File: config.mk
export PLATFORM = sky130hd
export DESIGN_NAME = victim_writeback_buffer
export DESIGN_NICKNAME = d
export VERILOG_FILES = /design/src/rtl/victim_writeback_buffer.sv
export SDC_FILE = /design/constraint.sdc
export NUM_CORES = 2
export LEC_CHECK = 0
export ABC_AREA = 1
export CORE_UTILIZATION = 53
export DETAILED_ROUTE_END_ITERATION = 7
export PLACE_DENSITY = 0.76
export SYNTH_ARGS = -nofsm -noshare
export SYNTH_HDL_FRONTEND = slang
export SYNTH_SLANG_ARGS = --single-unit
File: constraint.sdc
create_clock -name clk -period 24.6 [get_ports clk]
set_input_delay 4.92 -clock clk [delete_from_list [all_inputs] [get_ports clk]]
set_output_delay 4.92 -clock clk [all_outputs]
set_load 0.1 [all_outputs]
File: src/rtl/victim_writeback_buffer.sv
`default_nettype none
// ============================================================================
//  Module   : victim_writeback_buffer
//  Purpose  : Small FIFO between the victim cache and the next memory level.
//             Accepts evicted 512-bit blocks with their {ptag,vindex} line
//             address, drains each block as eight 64-bit beats under a
//             valid/ready handshake, and offers a snoop port so a victim
//             cache miss can find a line still waiting to be written back.
//  Ports    : clk                     - clock, all state on rising edge
//             reset                   - asynchronous, active-low
//             evict_valid/addr/block  - eviction offer from victim cache
//             evict_ready             - buffer has a free entry
//             mem_valid/addr/beat/data/last, mem_ready - memory beat channel
//             lookup_addr, lookup_hit - snoop of occupied entries
//             count                   - occupied entries (0..DEPTH)
//  Revision : 1.0 - initial release
// ============================================================================
module victim_writeback_buffer #(
    parameter int DEPTH   = 4,
    parameter int ADDR_W  = 50,
    parameter int BLOCK_W = 512,
    parameter int BEAT_W  = 64
) (
    input  logic                   clk,
    input  logic                   reset,
    input  logic                   evict_valid,
    input  logic [ADDR_W-1:0]      evict_addr,
    input  logic [BLOCK_W-1:0]     evict_block,
    output logic                   evict_ready,
    output logic                   mem_valid,
    output logic [ADDR_W-1:0]      mem_addr,
    output logic [2:0]             mem_beat,
    output logic [BEAT_W-1:0]      mem_data,
    output logic                   mem_last,
    input  logic                   mem_ready,
    input  logic [ADDR_W-1:0]      lookup_addr,
    output logic                   lookup_hit,
    output logic [$clog2(DEPTH):0] count
);

    localparam int         c_PTR_W     = $clog2(DEPTH);
    localparam int         c_CNT_W     = c_PTR_W + 1;
    localparam int         c_BEATS     = BLOCK_W / BEAT_W;
    localparam logic [2:0] c_LAST_BEAT = 3'(c_BEATS - 1);

    localparam logic [0:0] c_ST_IDLE = 1'b0;
    localparam logic [0:0] c_ST_SEND = 1'b1;

    logic [ADDR_W-1:0]  r_addr_mem [DEPTH];
    logic [BLOCK_W-1:0] r_data_mem [DEPTH];
    logic [c_PTR_W-1:0] r_wr_ptr;
    logic [c_PTR_W-1:0] r_rd_ptr;
    logic [c_CNT_W-1:0] r_count;
    logic [2:0]         r_beat;
    logic [0:0]         r_state;

    logic               w_push;
    logic               w_accept;
    logic               w_pop;
    logic [c_CNT_W-1:0] w_count_next;
    logic [BLOCK_W-1:0] w_head_block;
    logic [BEAT_W-1:0]  w_head_beat;
    logic [DEPTH-1:0]   w_hit_vec;

    // Ready depends only on occupancy, so a full buffer refuses a block even
    // when the head is being popped on the same edge.
    assign evict_ready = (r_count < c_CNT_W'(DEPTH));
    assign w_push      = evict_valid && evict_ready;
    assign mem_valid   = (r_state == c_ST_SEND);
    assign w_accept    = mem_valid && mem_ready;
    assign w_pop       = w_accept && (r_beat == c_LAST_BEAT);

    always_comb begin
        w_count_next = r_count;
        if (w_push && !w_pop) begin
            w_count_next = r_count + c_CNT_W'(1);
        end else if (!w_push && w_pop) begin
            w_count_next = r_count - c_CNT_W'(1);
        end
    end

    // Storage is intentionally not reset; occupancy is derived from pointers.
    always_ff @(posedge clk) begin
        if (w_push) begin
            r_addr_mem[r_wr_ptr] <= evict_addr;
            r_data_mem[r_wr_ptr] <= evict_block;
        end
    end

    always_ff @(posedge clk or negedge reset) begin
        if (!reset) begin
            r_wr_ptr <= '0;
            r_rd_ptr <= '0;
            r_count  <= '0;
            r_beat   <= '0;
            r_state  <= c_ST_IDLE;
        end else begin
            if (w_push) begin
                r_wr_ptr <= r_wr_ptr + c_PTR_W'(1);
            end
            if (w_pop) begin
                r_rd_ptr <= r_rd_ptr + c_PTR_W'(1);
            end
            r_count <= w_count_next;

            case (r_state)
                c_ST_IDLE: begin
                    if (r_count != '0) begin
                        r_state <= c_ST_SEND;
                        r_beat  <= '0;
                    end
                end
                c_ST_SEND: begin
                    if (w_accept) begin
                        if (r_beat == c_LAST_BEAT) begin
                            r_beat <= '0;
                            // Continue straight into the next block (including
                            // one enqueued on this very edge) without a bubble.
                            r_state <= (w_count_next != '0) ? c_ST_SEND : c_ST_IDLE;
                        end else begin
                            r_beat <= r_beat + 3'd1;
                        end
                    end
                end
                default: begin
                    r_state <= c_ST_IDLE;
                    r_beat  <= '0;
                end
            endcase
        end
    end

    assign w_head_block = r_data_mem[r_rd_ptr];

    always_comb begin
        w_head_beat = '0;
        for (int b = 0; b < c_BEATS; b++) begin
            if (r_beat == 3'(b)) begin
                w_head_beat = w_head_block[b*BEAT_W +: BEAT_W];
            end
        end
    end

    assign mem_addr = mem_valid ? r_addr_mem[r_rd_ptr] : '0;
    assign mem_data = mem_valid ? w_head_beat : '0;
    assign mem_beat = r_beat;
    assign mem_last = mem_valid && (r_beat == c_LAST_BEAT);
    assign count    = r_count;

    // An entry is occupied when its distance from the read pointer is below
    // the count; the head stays visible until its last beat is accepted.
    generate
        for (genvar i = 0; i < DEPTH; i++) begin : g_hit
            logic [c_PTR_W-1:0] w_offset;
            assign w_offset     = c_PTR_W'(i) - r_rd_ptr;
            assign w_hit_vec[i] = ({1'b0, w_offset} < r_count) &&
                                  (r_addr_mem[i] == lookup_addr);
        end
    endgenerate

    assign lookup_hit = |w_hit_vec;

endmodule
`default_nettype wire

==> impl_summary.txt <==
----------------------------------------------------
[Logic synthesis]
  Share of the synthesized area in the top cell type ... 0.730
  Largest area contributor in the synthesized netlist ... sky130_fd_sc_hd__edfxtp_1
  Synth Net Count ... 8370
  Mean post-synth cell area ... 12.0 sq um
  Synth Warn # ... 0
  Register bit count reported by yosys ... 2259
  Dominant synthesized flop cell ... sky130_fd_sc_hd__edfxtp_1
  Number of instances in the synthesized netlist ... 7737
  Biggest area contributors in the synthesized netlist ... sky130_fd_sc_hd__edfxtp_1 73%, sky130_fd_sc_hd__nand2_1 9.4%, sky130_fd_sc_hd__inv_1 3.1%
  Post-synthesis sequential area ratio ... 0.733
  Post-synthesis async set-or-reset flop share ... 0.00487
  Number of unique standard cell types used by synthesis ... 38
  EDFF count, synth ... 2248
  Syn Std Cell Area ... 0.0925 sq mm

[Pwr]
  Worst ir drop on vdd ... 0.000356 V
  Cell Pwr Density ... 126 mW/mm^2
  Design Power ... 13.8 mW
  Leakage power summed over all cells ... 40.6 nW

[STA]
  Setup repair after global routing missed its margin ... no
  Post-route minimum period ... 12940 ps
  Number of hold violations in the final report ... 0
  Worst relative slew slack ... 0.178
  Pins Over Slew Limit ... 0
  Clock tree skew after final layout ... 49.1 ps
  Timing-limited maximum frequency ... 77.3 MHz
  Number of setup violations in the final report ... 0
  Actual slew at the worst max-slew pin ... 1230 ps
  Sum of negative setup slack ... 0 ps
  Setup slack after layout ... 11660 ps
  Smallest hold slack ... 526 ps
  Share of the clock period used by the worst path after layout ... 0.526

[Clock tree]
  Hold buffers post-CTS ... 0
  Number of clock sinks ... 2259
  Register clock-pin slew on the reported worst setup and hold paths ... 60 ps
  Buffers from clock root to sink, at most ... 3
  Max H-tree Level ... 4
  Num CTS Buffers ... 217
  Clock tree root driver cell ... sky130_fd_sc_hd__clkbuf_16
  Total of cells resized after clock tree synthesis ... 0
  Clock network latency to the later pin of the worst-skew pair ... 890 ps
  Setup Fix Bufs, Post-CTS ... 0
  TritonCTS clock tree ... done

[Global routing]
  Number of global-route vias before repair ... 59300
  Maximum number of pins on one net before global-route repair ... 155
  Wire length of the first global-routing pass ... 393000 um
  Initial antenna violation count ... 164
  Overall global routing resource usage ... 0.309
  Total grt overflow ... 0

[Placed design]
  Placement-stage cell area ... 0.102 sq mm
  Total of buffers placed on input and output ports ... 739
  Dpl cells ... 10500
  Post-Place Setup Slack ... 11660 ps
  Gp weighted congestion ... 0.922
  HPWL after DPL ... 175000 um

[Min path]
  Worst hold-check path type ... reg2reg

[Critical path]
  Crit path launch type ... input pin
  Start of the worst register-to-register path ... count[2]$_DFF_PN0_
  Cell type with the highest occurrence count on the critical path ... sky130_fd_sc_hd__nand2_1
  R2R Path End ... r_data_mem[0][345]$_DFFE_PP_
  Worst setup endpoint ... lookup_hit
  Worst Path Arrival ... 8020 ps
  Crit path max fanout ... 4
  Type of the setup path with the least slack ... in2out
  Cell-by-cell listing of the critical path ... clkdlybuf4s50_1 -> inv_1 -> nand2_1 -> nand3_1 -> nor3_1 -> nand2_1 -> nor2_1 -> nand2_1 -> nor2_1 -> nor2_1 -> nand2_1 -> clkdlybuf4s50_1
  Required time at the endpoint of the critical path ... 19680 ps
  R2r worst-path depth ... 7
  Nature of the critical path endpoint ... output port
  Worst setup path startpoint ... lookup_addr[16]
  CP peak stage delay ... 1140 ps
  R2R setup slack ... 19640 ps
  Crit-path slowest cell ... sky130_fd_sc_hd__clkdlybuf4s50_1

[Die]
  Area of the die ... 0.176 sq mm
  FP Rows ... 152
  Die extent in x ... 420 um
  Core outline area ... 0.172 sq mm
  Die boundary height ... 420 um
  Initial core utilization ... 0.536
  I/O pin total ... 740

[Flow run]
  Number of maximum-capacitance constraint violations ... 0

[Route]
  Initial DRT Pass Iterations ... 8
  Number of nets with antenna violations after detailed routing ... 0
  Via count ... 61900
  Iteration-0 DRC count of the detailed router ... 6370
  Wirelength per Cell ... 25.3 um
  Drt via density ... 5.63
  Total wire length ... 279000 um
  Number of design rule violations left after detail routing ... 0

[Finish]
  Area of the multi-input gates ... 0.0201 sq mm
  Share of layout cells above drive strength 1 ... 0.0548
  Final cell count without fillers ... 11000
  Fill count ... 12600
  Final net count ... 9006
  Share of the core filled with cells ... 0.631
  Area grow syn2layout ... 17.7%
  FF/Latch Area ... 0.0678 sq mm
  Post-Layout Inst Area ... 0.109 sq mm

[Run status]
  Outcome ... completed

----------------------------------------------------
==> worst min path at each step <==
stage,startpoint,to,cells after the start
finish,r_wr_ptr[0]$_DFFE_PN0P_,r_wr_ptr[0]$_DFFE_PN0P_,1
CTS,r_wr_ptr[0]$_DFFE_PN0P_,r_wr_ptr[0]$_DFFE_PN0P_,1
global route,r_wr_ptr[0]$_DFFE_PN0P_,r_wr_ptr[0]$_DFFE_PN0P_,1
global placement,r_wr_ptr[0]$_DFFE_PN0P_,r_wr_ptr[0]$_DFFE_PN0P_,1
detailed placement,r_wr_ptr[0]$_DFFE_PN0P_,r_wr_ptr[0]$_DFFE_PN0P_,1
floorplan,r_wr_ptr[0]$_DFFE_PN0P_,r_wr_ptr[0]$_DFFE_PN0P_,1
==> cell usage after synthesis, types with 16 or more instances <==
cell                          n
sky130_fd_sc_hd__ha_1        17
sky130_fd_sc_hd__inv_1      756
sky130_fd_sc_hd__o22ai_1    394
sky130_fd_sc_hd__or2_2       66
sky130_fd_sc_hd__buf_1       16
sky130_fd_sc_hd__a21oi_1    244
sky130_fd_sc_hd__o221ai_1    65
sky130_fd_sc_hd__xor2_1      54
sky130_fd_sc_hd__nand2_1   2306
sky130_fd_sc_hd__nand4_1     81
sky130_fd_sc_hd__nor3_1      22
sky130_fd_sc_hd__nor2_1     594
sky130_fd_sc_hd__or3_1       22
sky130_fd_sc_hd__o21ai_0     98
sky130_fd_sc_hd__a221oi_1    18
sky130_fd_sc_hd__buf_2      199
sky130_fd_sc_hd__nand3_1    145
sky130_fd_sc_hd__edfxtp_1  2248
sky130_fd_sc_hd__a22oi_1     64
sky130_fd_sc_hd__xnor2_1    108
sky130_fd_sc_hd__clkbuf_1   142
sky130_fd_sc_hd__buf_4       34
==> cell type report <==
class	count	share of cell area
antenna	131	0.00301
clock buffer	270	0.0519
clock inverter	132	0.0114
inverter	766	0.0267
multi-input combinational	4318	0.184
sequential	2259	0.622
tap	2310	0.0265
timing repair buffer	811	0.0738
==> cells by family after synthesis <==
family | count (synthesis) | synth area share
compound gates | 896 | 0.0593
xor+xnor | 162 | 0.0153
fa+ha+maj | 17 | 0.00230
buf+inv | 1160 | 0.0514
flops | 2259 | 0.733
simple gates | 3243 | 0.139
==> critical path, delay by kind of cell <==
kind | cells | cell delay (ps)
buffers and inverters | 3 | 2070
AND/OR/NAND/NOR | 9 | 1000
==> flip-flops by register name (all words and copies together), names as in the netlist <==
name        cells
r_data_mem   2048
mem_beat        3
r_addr_mem    200
mem_valid       1
r_rd_ptr        2
r_wr_ptr        2
count           3
==> power breakdown <==
part,internal [mW],total [mW],switching (mW)
clock,1.81,3.24,1.44
sequential,4.55,4.66,0.106
combinational,1.32,5.85,4.53
total,7.68,13.8,6.08
==> per-layer routing <==
metal	vias to the layer above	GRT usage	part of all wire
met5	-	0	0.0015
met2	3033	0.517	0.50
met1	30200	0.357	0.35
met3	664	0.0546	0.072
met4	60	0.227	0.073
li1	28000	-	-
==> layout by cell type (no fill, tap or decap), types with 6 or more instances in the layout <==
master / instances
sky130_fd_sc_hd__a21oi_1: 244
sky130_fd_sc_hd__a221oi_1: 18
sky130_fd_sc_hd__a22oi_1: 64
sky130_fd_sc_hd__buf_12: 10
sky130_fd_sc_hd__buf_4: 70
sky130_fd_sc_hd__bufinv_16: 16
sky130_fd_sc_hd__clkbuf_1: 52
sky130_fd_sc_hd__clkbuf_16: 218
sky130_fd_sc_hd__clkdlybuf4s50_1: 731
sky130_fd_sc_hd__clkinv_1: 57
sky130_fd_sc_hd__clkinv_2: 32
sky130_fd_sc_hd__clkinvlp_4: 6
sky130_fd_sc_hd__dfrtp_1: 9
sky130_fd_sc_hd__diode_2: 131
sky130_fd_sc_hd__edfxtp_1: 2248
sky130_fd_sc_hd__ha_1: 16
sky130_fd_sc_hd__inv_1: 754
sky130_fd_sc_hd__inv_16: 7
sky130_fd_sc_hd__inv_6: 8
sky130_fd_sc_hd__nand2_1: 2302
sky130_fd_sc_hd__nand3_1: 145
sky130_fd_sc_hd__nand4_1: 81
sky130_fd_sc_hd__nor2_1: 589
sky130_fd_sc_hd__nor2_4: 9
sky130_fd_sc_hd__nor3_1: 22
sky130_fd_sc_hd__o211ai_1: 6
sky130_fd_sc_hd__o21ai_0: 98
sky130_fd_sc_hd__o221ai_1: 65
sky130_fd_sc_hd__o22ai_1: 394
sky130_fd_sc_hd__or2_2: 66
sky130_fd_sc_hd__or3_1: 22
sky130_fd_sc_hd__xnor2_1: 108
sky130_fd_sc_hd__xor2_1: 54
No activity file was read; power rests on OpenSTA's default activity.
